--- config.mk ---
export PLATFORM = sky130hd
export DESIGN_NAME = alu_arbiter
export DESIGN_NICKNAME = d
export VERILOG_FILES = /design/src/rtl/alu_arbiter.sv
export SDC_FILE = /design/constraint.sdc
export NUM_CORES = 1
export LEC_CHECK = 0
export CORE_UTILIZATION = 43
export DETAILED_ROUTE_END_ITERATION = 8
export GPL_TIMING_DRIVEN = 0
export HOLD_SLACK_MARGIN = 0.02
export PLACE_DENSITY = 0.95
export SETUP_SLACK_MARGIN = 0.5
export SLEW_MARGIN = 10
export SYNTH_ARGS = -nofsm -noshare
export SYNTH_HDL_FRONTEND = slang
export SYNTH_SLANG_ARGS = --single-unit
export TNS_END_PERCENT = 10
--- constraint.sdc ---
create_clock -name clk -period 2.9 [get_ports clk]
set_input_delay 0.29 -clock clk [delete_from_list [all_inputs] [get_ports clk]]
set_output_delay 0.29 -clock clk [all_outputs]
set_load 0.01 [all_outputs]
--- src/rtl/alu_arbiter.sv ---
// alu_arbiter
//   Shares one external 8-bit combinational ALU between two requesters.
//   An op is accepted in IDLE, its operands are latched and held on alu_*,
//   the ALU outputs are captured one cycle later (EXEC), and the captured
//   result is presented to the owning requester until it takes it (RESP).
//   On response completion priority passes to the other requester.
//
// Handshake semantics (both request and response channels):
//   a transfer happens on a rising clk edge where valid and ready are both
//   1 for the same bit. valid may be raised or dropped freely before the
//   transfer; ready never depends on a transfer in the same cycle.
//
// Ports
//   clk, rst_n                 clock, asynchronous active-low reset
//   req_valid/req_ready [1:0]  per-requester op handshake
//   req_a/req_b [15:0]         {X1,X0} 8-bit operands per requester
//   req_sel [7:0]              {SEL1,SEL0} 4-bit opcodes per requester
//   rsp_valid/rsp_ready [1:0]  per-requester result handshake
//   rsp_result/carry/zero      captured ALU outputs
//   rsp_illegal                captured opcode was 4'hD..4'hF
//   alu_a/alu_b/alu_sel        held operands to the shared ALU
//   alu_out/carry/zero         ALU outputs (combinational from alu_*)
//   busy                       FSM not in IDLE
//   op_count [15:0]            completed operations (wraps)
module alu_arbiter #(
  parameter int FIRST_PRI = 0
) (
  input  logic        clk,
  input  logic        rst_n,
  input  logic [1:0]  req_valid,
  output logic [1:0]  req_ready,
  input  logic [15:0] req_a,
  input  logic [15:0] req_b,
  input  logic [7:0]  req_sel,
  output logic [1:0]  rsp_valid,
  input  logic [1:0]  rsp_ready,
  output logic [7:0]  rsp_result,
  output logic        rsp_carry,
  output logic        rsp_zero,
  output logic        rsp_illegal,
  output logic [7:0]  alu_a,
  output logic [7:0]  alu_b,
  output logic [3:0]  alu_sel,
  input  logic [7:0]  alu_out,
  input  logic        alu_carry,
  input  logic        alu_zero,
  output logic        busy,
  output logic [15:0] op_count
);

  localparam logic [1:0] ST_IDLE = 2'd0;
  localparam logic [1:0] ST_EXEC = 2'd1;
  localparam logic [1:0] ST_RESP = 2'd2;

  localparam logic PRI_RST = (FIRST_PRI != 0);

  logic [1:0]  state_q, state_d;
  logic        owner_q, owner_d;
  logic        pri_q, pri_d;
  logic [7:0]  a_q, a_d;
  logic [7:0]  b_q, b_d;
  logic [3:0]  sel_q, sel_d;
  logic [7:0]  result_q, result_d;
  logic        carry_q, carry_d;
  logic        zero_q, zero_d;
  logic        illegal_q, illegal_d;
  logic [15:0] op_count_q, op_count_d;

  logic gnt;
  logic accept;
  logic rsp_fire;

  // Grant: the lone valid requester, or the priority holder on contention.
  assign gnt = (req_valid == 2'b11) ? pri_q : req_valid[1];

  // rst_n is folded in so ready is 0 while reset is asserted.
  always_comb begin
    req_ready = 2'b00;
    if (state_q == ST_IDLE && rst_n && (req_valid != 2'b00)) begin
      req_ready = gnt ? 2'b10 : 2'b01;
    end
  end

  assign accept   = |(req_valid & req_ready);
  // Only the owner's ready bit matters; the other bit is don't-care.
  assign rsp_fire = (state_q == ST_RESP) && rsp_ready[owner_q];

  always_comb begin
    state_d    = state_q;
    owner_d    = owner_q;
    pri_d      = pri_q;
    a_d        = a_q;
    b_d        = b_q;
    sel_d      = sel_q;
    result_d   = result_q;
    carry_d    = carry_q;
    zero_d     = zero_q;
    illegal_d  = illegal_q;
    op_count_d = op_count_q;
    case (state_q)
      ST_IDLE: begin
        if (accept) begin
          owner_d = gnt;
          a_d     = gnt ? req_a[15:8]  : req_a[7:0];
          b_d     = gnt ? req_b[15:8]  : req_b[7:0];
          sel_d   = gnt ? req_sel[7:4] : req_sel[3:0];
          state_d = ST_EXEC;
        end
      end
      ST_EXEC: begin
        result_d  = alu_out;
        carry_d   = alu_carry;
        zero_d    = alu_zero;
        illegal_d = (sel_q >= 4'b1101);
        state_d   = ST_RESP;
      end
      ST_RESP: begin
        if (rsp_fire) begin
          pri_d      = ~owner_q;
          op_count_d = op_count_q + 16'd1;
          state_d    = ST_IDLE;
        end
      end
      default: state_d = ST_IDLE;
    endcase
  end

  always_ff @(posedge clk or negedge rst_n) begin
    if (!rst_n) begin
      state_q    <= ST_IDLE;
      owner_q    <= 1'b0;
      pri_q      <= PRI_RST;
      a_q        <= 8'h00;
      b_q        <= 8'h00;
      sel_q      <= 4'h0;
      result_q   <= 8'h00;
      carry_q    <= 1'b0;
      zero_q     <= 1'b0;
      illegal_q  <= 1'b0;
      op_count_q <= 16'h0000;
    end else begin
      state_q    <= state_d;
      owner_q    <= owner_d;
      pri_q      <= pri_d;
      a_q        <= a_d;
      b_q        <= b_d;
      sel_q      <= sel_d;
      result_q   <= result_d;
      carry_q    <= carry_d;
      zero_q     <= zero_d;
      illegal_q  <= illegal_d;
      op_count_q <= op_count_d;
    end
  end

  assign rsp_valid   = (state_q == ST_RESP) ? (owner_q ? 2'b10 : 2'b01) : 2'b00;
  assign rsp_result  = result_q;
  assign rsp_carry   = carry_q;
  assign rsp_zero    = zero_q;
  assign rsp_illegal = illegal_q;
  assign alu_a       = a_q;
  assign alu_b       = b_q;
  assign alu_sel     = sel_q;
  assign busy        = (state_q != ST_IDLE);
  assign op_count    = op_count_q;

endmodule
==> results of run 1 <==
==> placed cells by master, fill, tap and decap left out <==
cell and count:
mux2i_2 1, nor2b_1 1, a222oi_1 20, xor2_1 2
buf_2 5, dlygate4sd3_1 2, buf_4 2, clkbuf_8 5
nand2b_1 3, clkbuf_4 1, nand4_1 8, dfrtp_1 51
o21ai_0 3, clkdlybuf4s50_1 106, nand2_1 10, nand3_1 5
clkinv_2 3, nor3b_2 1, nor3b_4 1, buf_12 4
and3_1 2, o21ai_1 1, ha_1 1, inv_1 24
a21oi_1 1, xnor2_1 13, nor2_1 6, o211ai_1 1
buf_6 1, mux2_2 11, nand4b_1 1, or2_2 1
nor3_1 1
==> flip-flops by register name (all words and copies together), names as in the netlist <==
signal / cells
rsp_carry: 1
rsp_result: 8
rsp_illegal: 1
pri_q: 1
owner_q: 1
state_q: 2
alu_sel: 4
op_count: 16
alu_b: 8
rsp_zero: 1
alu_a: 8
==> Yosys cell counts (all sizes together) (2+ instances only) <==
master  number
nand2       10
xnor2       13
mux2        11
nand4        8
and3         2
nor2         6
dfrtp       51
buf          7
xor2         2
nor3b        2
nand3        5
nand2b       3
inv         24
a222oi      20
o21ai        4
==> worst max-delay path by stage <==
stage	cells after the start	slack [ps]	end	startpoint
finish	4	590	req_ready[0]	state_q[0]
detailed placement	6	70	req_ready[0]	rst_n
global placement	5	-1290	req_ready[0]	rst_n
global route	4	500	req_ready[1]	state_q[0]
CTS	4	550	req_ready[1]	state_q[1]
floorplan	5	1510	alu_b[0]	state_q[1]
==> power breakdown <==
part           internal (mW)  switching [mW]
Sequential             0.976           0.200
Combinational          0.783           0.510
Clock                  0.166           0.224
==> worst max-delay path, stage by stage, from the launching register on <==
cell and delay, ps:
dfrtp_1 430, nor3b_2 260, and3_1 270, buf_4 200, clkdlybuf4s50_1 560
==> per-stage QoR <==
step	setup TNS (ps)	total power, mW	hold slack (ps)	instances
after global placement	-19010	2.40	460	350
after CTS	0	2.87	485	364
after floorplan	0	1.71	-5.59	176
final	0	2.86	477	365
after detailed placement	0	2.46	329	351
after global routing	0	3.03	505	365
==> layer usage <==
layer / GRT usage / vias to the layer above
met5: 0 / -
met4: 0.0675 / 0
met3: 0.0389 / 7
met2: 0.377 / 82
met1: 0.296 / 933
li1: - / 872
==> timing repair <==
item,in CTS,in global routing
gates resized for setup,4,1
pin swaps,0,1
hold buffers,5,0
buffers inserted,0,1
endpoints found under the setup margin,2,2
hold endpoints to repair,25,0
==> logic make-up after synthesis <==
group                    count (synthesis)  share of synthesized area
AO/OA/AOI/OAI                           26                      0.109
buffers and inverters                   31                     0.0586
multiplexers                            12                     0.0645
adder cells (fa/ha/maj)                  1                    0.00586
XOR/XNOR                                15                     0.0615
flip-flops                              51                      0.598
AND/OR/NAND/NOR                         40                      0.103
==> final cells by class <==
| class | instances | share of cell area |
|---|---|---|
| tap | 67 | 0.0240 |
| timing repair buffer | 114 | 0.338 |
| clock inverter | 3 | 0.00430 |
| buffer | 7 | 0.0115 |
| inverter | 24 | 0.0258 |
| multi-input combinational | 94 | 0.211 |
| clock buffer | 5 | 0.0197 |
| sequential | 51 | 0.365 |
==> impl_metrics.csv, run 1 <==
group,metric,value,unit
outcome,outcome,"complete, no violations",
layout,fillerInstances,360,
critical_path,start_kind,"flop",
place,postPlaceCellArea,0.00330,mm2
synth,synth_fp_nets,233,
synth,ys_seq_area_frac,0.598,
synth,synth_edf_count,0,
cts,insertion_delay,290,ps
synth,ys_dominant_reg_cell,"dfrtp_1",
synth,yosys_warnings,0,
synth,synthArstFlopShare,1.00,
critical_path,worst_setup_path_end_kind,"output port",
critical_path,cp_max_fo,10,
critical_path,crit_type,"reg2out",
critical_path,worstReg2RegEnd,"alu_a[2]",
sta,slew_violations,0,
min_path,hold_path.class,"reg2reg",
synth,syn-cell-area,0.00213,mm2
layout,nNetsFinal,354,
die,rows,25,
pwr,p_leak,1.55,nW
die,pin_count,108,
synth,ys_ff_latch,51,
min_path,holdPathEnd,"op_count[15]",
layout,design_area,0.00349,mm2
place,hpwl,4170,um
layout,num_antenna_cells,0,
die,dieArea,0.00525,mm2
sta,grt_setup_unrepaired,"no",
synth,postSynthCellCount,176,
global_route,antenna_found_initial,0,
detailed_routing,met1_length,2300,um
die,die_h,72.5,um
cts,clkTransAtPathRegs,90,ps
global_route,grt_pass1_wl,9020,um
critical_path,ff2ff_path_depth,6,
sta,timing.final.crit_share,0.796,
place,dpl_worst_slack,69.5,ps
sta,worst_pin_slew,380,ps
global_route,grt_pass1_vias,1886,
synth,synthDistinctLibCells,25,
sta,fmax,0.433,GHz
global_route,grt_overflow,0,
cts,root_buffer,"clkbuf_8",
min_path,hold_start,"op_count[15]",
detailed_routing,top_layer,"met4",
place,io_buffer_count,107,
synth,avgSynthCellArea,12.1,um2
detailed_routing,antenna_left,0,
layout,area_growth,63.6,%
global_route,grt_max_degree,27,
sta,finalHoldViolCount,0,
detailed_routing,dr_wl_met2,2920,um
die,die_w,72.5,um
detailed_routing,drc,0,
pwr,p_per_area,818,mW/mm2
critical_path,reg2reg_from,"state_q[0]",
detailed_routing,wirelength,5640,um
cts,ctsHtreeMaxLevel,2,
detailed_routing,via_count,1894,
critical_path,arrival,2020,ps
sta,setup_viol,0,
die,core_area,0.00475,mm2
detailed_routing,routedWlPerCell,15.5,um
sta,fin_worst_skew,9.06,ps
synth,synth_top_area_frac,0.598,
cts,cts_num_sinks,51,
cts,cts_tree,"done",
detailed_routing,first_iter_violations,151,
critical_path,r2r_slack,1210,ps
sta,min_period,2310,ps
layout,drive_gt1_frac,0.121,
layout,seqCellArea,0.00128,mm2
job,drv_cap,0,
detailed_routing,met3_length,342,um
sta,slew_headroom,0.741,
synth,ys_top_cells_by_area,"dfrtp_1, a222oi_1, mux2_2",
detailed_routing,first_pass_iters,5,
cts,clock_path_buffers,2,
pwr,peakVddDrop,0.552,mV
cts,cts_made_buffers,5,
min_path,holdPathStages,1,
global_route,grt_usage,0.224,
layout,final_core_util,0.734,
detailed_routing,viasPerCell,5.19,
synth,synth_largest_area_cell,"dfrtp_1",
critical_path,cp.required,2610,ps
sta,setup_ws,591,ps
die,start_util,0.449,
layout,multi_input_area,738,um2
place,gp_congestion,0.821,
No activity file was read; power rests on OpenSTA's default activity.
==> inputs of run 2 (changes only) <==
--- a/config.mk
+++ b/config.mk
@@ -5,11 +5,11 @@
 export SDC_FILE = /design/constraint.sdc
 export NUM_CORES = 1
 export LEC_CHECK = 0
-export CORE_UTILIZATION = 43
+export CORE_UTILIZATION = 36
 export DETAILED_ROUTE_END_ITERATION = 8
 export GPL_TIMING_DRIVEN = 0
 export HOLD_SLACK_MARGIN = 0.02
-export PLACE_DENSITY = 0.95
+export PLACE_DENSITY = 0.86
 export SETUP_SLACK_MARGIN = 0.5
 export SLEW_MARGIN = 10
 export SYNTH_ARGS = -nofsm -noshare
==> constraint.sdc (replaced) <==
create_clock -name clk -period 1.9 [get_ports clk]
set_input_delay 0.19 -clock clk [delete_from_list [all_inputs] [get_ports clk]]
set_output_delay 0.19 -clock clk [all_outputs]
set_load 0.01 [all_outputs]
==> impl_metrics.csv, run 2 (synthesis results as in run 1) <==
group,metric,value,unit
sta,grt_setup_unrepaired,"yes",
sta,slew_violations,0,
pwr,peakVddDrop,0.667,mV
layout,multi_input_area,823,um2
sta,slew_headroom,0.585,
detailed_routing,routedWlPerCell,15.7,um
critical_path,cp.required,1710,ps
die,die_w,79,um
layout,final_core_util,0.670,
place,dpl_worst_slack,-754,ps
global_route,grt_usage,0.204,
place,io_buffer_count,107,
outcome,outcome,"complete, no violations",
pwr,p_leak,1.67,nW
detailed_routing,antenna_left,0,
layout,nNetsFinal,371,
die,rows,27,
sta,setup_ws,298,ps
cts,root_buffer,"clkbuf_8",
layout,area_growth,76.1,%
layout,drive_gt1_frac,0.223,
pwr,p_per_area,1260,mW/mm2
global_route,grt_max_degree,30,
critical_path,cp_max_fo,3,
cts,insertion_delay,300,ps
cts,clkTransAtPathRegs,90,ps
layout,largest_register_ffs,16,
sta,fin_worst_skew,7.04,ps
global_route,grt_overflow,0,
critical_path,crit_type,"reg2out",
cts,ctsHtreeMaxLevel,2,
cts,clock_path_buffers,2,
min_path,hold_path.class,"in2reg",
sta,finalHoldViolCount,0,
layout,seqCellArea,0.00128,mm2
place,hpwl,4260,um
detailed_routing,wirelength,6060,um
detailed_routing,drc,0,
critical_path,start_kind,"flop",
layout,layout_commonest_cell,"clkdlybuf4s50_1",
global_route,grt_pass1_vias,2039,
cts,cts_tree,"done",
die,core_area,0.00561,mm2
cts,cts_made_buffers,5,
detailed_routing,first_pass_iters,5,
die,die_h,79,um
place,gp_congestion,0.734,
critical_path,arrival,1410,ps
layout,most-common-layout-cells,"clkdlybuf4s50_1, dfrtp_1, inv_1, a222oi_1, buf_4",
die,pin_count,108,
sta,fmax,0.624,GHz
detailed_routing,first_iter_violations,94,
global_route,grt_pass1_wl,9780,um
sta,min_period,1600,ps
critical_path,worst_setup_path_end_kind,"output port",
die,start_util,0.381,
cts,cts_num_sinks,51,
sta,worst_pin_slew,620,ps
layout,fillerInstances,445,
detailed_routing,viasPerCell,5.09,
sta,setup_viol,0,
job,drv_cap,0,
layout,num_antenna_cells,0,
detailed_routing,via_count,1966,
sta,timing.final.crit_share,0.843,
die,dieArea,0.00624,mm2
sta,setup_tns,0,ps
global_route,antenna_found_initial,0,
-- run 2: final cells by class --
class | instances | share of cell area
timing repair buffer | 131 | 0.347
sequential | 51 | 0.340
multi-input combinational | 94 | 0.219
inverter | 24 | 0.0240
tap | 72 | 0.0240
clock buffer | 6 | 0.0193
buffer | 7 | 0.0186
clock inverter | 1 | 0.00799
-- run 2: what timing repair did --
action / CTS / global route
gates cloned: 2 / 0
setup buffers: 10 / 6
endpoints found under the setup margin: 79 / 95
resized for setup: 40 / 19
pin swaps: 5 / 6
endpoints found under the hold margin: 51 / 0
hold buffers: 5 / 0
-- run 2: metrics by stage --
stage	instances	cell area [um2]	power [mW]	hold slack [ps]
final	386	3760	4.73	471
after global routing	386	3760	5.03	471
after CTS	380	3640	4.66	471
after detailed placement	356	3320	3.76	282
after global placement	355	3300	3.68	464
after floorplan	176	2130	2.61	-106
-- run 2: worst paths after layout --
path                                 to  cells after the start  slack [ps]          from
setup / recovery           req_ready[0]                      4         300    state_q[0]
hold / removal                    pri_q                      3         470  rsp_ready[0]
setup reg to reg               alu_b[6]                      6         330    state_q[0]
hold reg to reg            op_count[15]                      1         480  op_count[15]
max in group asynchronous      alu_a[4]                      4         900         rst_n
min in group asynchronous   op_count[3]                      4         500         rst_n
-- run 2: routing by layer --
layer	wire [um]	track usage	vias up
met3	443	0.0598	6
met5	0	0	-
li1	-	-	901
met4	63	0.0509	0
met1	2390	0.242	974
met2	3170	0.361	85
-- run 2: worst max-delay path, stage by stage (launching register included) --
cell and delay, ps:
dfrtp_1 410, nor3b_2 260, and3_4 230, buf_6 100, buf_2 120
-- run 2: report_power, final --
group          leakage, nW  internal [mW]  switching (mW)  total (mW)
registers            0.642           1.49           0.293        1.79
clock network       0.0513          0.386           0.337       0.723
logic                0.980           1.35           0.867        2.22
total                 1.67           3.23            1.50        4.73
==> inputs of run 3 (changes only) <==
--- a/config.mk
+++ b/config.mk
@@ -5,11 +5,11 @@
 export SDC_FILE = /design/constraint.sdc
 export NUM_CORES = 1
 export LEC_CHECK = 0
-export CORE_UTILIZATION = 36
+export CORE_UTILIZATION = 40
 export DETAILED_ROUTE_END_ITERATION = 8
 export GPL_TIMING_DRIVEN = 0
 export HOLD_SLACK_MARGIN = 0.02
-export PLACE_DENSITY = 0.86
+export PLACE_DENSITY = 0.9
 export SETUP_SLACK_MARGIN = 0.5
 export SLEW_MARGIN = 10
 export SYNTH_ARGS = -nofsm -noshare
==> constraint.sdc (replaced) <==
create_clock -name clk -period 1.65 [get_ports clk]
set_input_delay 0.165 -clock clk [delete_from_list [all_inputs] [get_ports clk]]
set_output_delay 0.165 -clock clk [all_outputs]
set_load 0.01 [all_outputs]
==> impl_metrics.csv, run 3 (synthesis results as in run 1) <==
group,metric,value,unit
detailed_routing,routedWlPerCell,18.2,um
layout,largest_register_ffs,16,
cts,cts_made_buffers,5,
pwr,p_per_area,1410,mW/mm2
cts,cts_num_sinks,51,
place,io_buffer_count,107,
layout,design_area,0.00376,mm2
detailed_routing,via_count,1996,
sta,min_period,1710,ps
critical_path,cp.required,1820,ps
die,die_w,75.1,um
cts,clock_path_buffers,2,
critical_path,ff2ff_path_depth,7,
cts,cts_tree,"done",
critical_path,cp_max_fo,9,
sta,setup_ws,-60.3,ps
sta,grt_setup_unrepaired,"yes",
detailed_routing,drc,0,
global_route,grt_pass1_vias,1962,
die,core_area,0.00511,mm2
detailed_routing,first_iter_violations,209,
die,rows,26,
layout,layout_commonest_cell,"clkdlybuf4s50_1",
layout,drive_gt1_frac,0.213,
critical_path,start_kind,"flop",
cts,ctsHtreeMaxLevel,2,
layout,most-common-layout-cells,"clkdlybuf4s50_1, dfrtp_1, dlymetal6s2s_1, inv_1, a222oi_1",
place,postPlaceCellArea,0.00332,mm2
sta,fin_worst_skew,8.52,ps
global_route,grt_usage,0.231,
outcome,outcome,"finished, violations left",
pwr,p_leak,2.18,nW
detailed_routing,antenna_left,0,
place,gp_congestion,0.782,
sta,setup_viol,3,
die,start_util,0.418,
detailed_routing,wirelength,6810,um
critical_path,worst_setup_path_end_kind,"flop",
detailed_routing,viasPerCell,5.32,
global_route,grt_max_degree,34,
global_route,grt_pass1_wl,9470,um
cts,root_buffer,"clkbuf_8",
sta,finalHoldViolCount,51,
die,dieArea,0.00563,mm2
outcome,violations,"hold timing, setup timing",
pwr,peakVddDrop,0.877,mV
place,hpwl,4340,um
layout,area_growth,76.0,%
layout,num_antenna_cells,0,
detailed_routing,first_pass_iters,7,
cts,insertion_delay,300,ps
sta,timing.final.crit_share,1.04,
die,pin_count,108,
sta,slew_violations,0,
cts,clkTransAtPathRegs,90,ps
sta,fmax,0.585,GHz
die,die_h,75.1,um
layout,nNetsFinal,361,
min_path,hold_path.class,"in2async",
sta,slew_headroom,0.731,
critical_path,crit_type,"reg2reg",
global_route,antenna_found_initial,0,
critical_path,reg2reg_from,"state_q[0]",
critical_path,worstReg2RegEnd,"alu_b[1]",
critical_path,arrival,1880,ps
global_route,grt_overflow,0,
sta,worst_pin_slew,403,ps
critical_path,r2r_slack,-60,ps
sta,fin_hold_ws,-317,ps
job,drv_cap,0,
[run 3: cell types whose count changed in the layout (fill, tap and decap cells not counted), sizes merged]
| cell | previous run | this run |
|---|---|---|
| bufinv | 1 | 0 |
| clkdlybuf4s15 | 2 | 0 |
| clkdlybuf4s50 | 100 | 56 |
| dlymetal6s2s | 0 | 45 |
| clkbuf | 6 | 8 |
| dlygate4sd2 | 1 | 0 |
| dlygate4sd3 | 3 | 0 |
| buf | 32 | 27 |
[run 3: per-stage QoR]
step	setup TNS, ps	power [mW]	util	setup WS, ps	instances
after floorplan	0	3.02	-	319	176
after global placement	-103040	4.23	0.646	-2380	353
after detailed placement	-8600	4.32	0.649	-727	354
after CTS	0	5.27	0.696	20.1	374
after global routing	-563	5.62	0.736	-117	375
final	-141	5.32	0.736	-60.3	375
[run 3: metal layers]
metal / track usage / wire, um / vias to the layer above
met3: 0.0602 / 456 / 14
li1: - / - / 890
met5: 0 / 0 / -
met2: 0.417 / 3560 / 96
met4: 0.109 / 150 / 0
met1: 0.253 / 2650 / 996
[run 3: area by class of cell]
class | count | area [um2]
fill | 340 | 1350
sequential | 51 | 1280
clock buffer | 8 | 100
timing repair buffer | 121 | 1320
multi-input combinational | 94 | 808
buffer | 7 | 71.3
tap | 70 | 87.6
inverter | 24 | 90.1
[run 3: worst max-delay path, stage by stage (launching register included)]
cell and delay [ps]:
dfrtp_1 400, nor3b_2 70, buf_4 140, and3_4 180, buf_6 120, buf_4 160
a222oi_1 360, inv_1 140
[run 3: power breakdown]
group | internal (mW) | switching, mW
logic | 1.42 | 1.04
clock network | 0.384 | 0.404
registers | 1.72 | 0.346
total | 3.53 | 1.79
[run 3: worst max-delay path by stage]
stage              endpoint  startpoint  depth (start not counted)
6_report           alu_b[1]  state_q[0]                          7
5_1_grt            alu_b[1]  state_q[0]                          6
4_1_cts        req_ready[0]  state_q[0]                          5
3_5_place_dp   req_ready[0]       rst_n                          6
3_3_place_gp   req_ready[0]       rst_n                          5
2_1_floorplan   op_count[8]  state_q[0]                          4
[run 3: what timing repair did]
action | in CTS | in global routing
pin swaps | 8 | 28
gates cloned | 2 | 0
gates resized for setup | 37 | 76
buffers inserted | 10 | 1
endpoints found under the hold margin | 51 | 51
setup endpoints to repair | 99 | 103
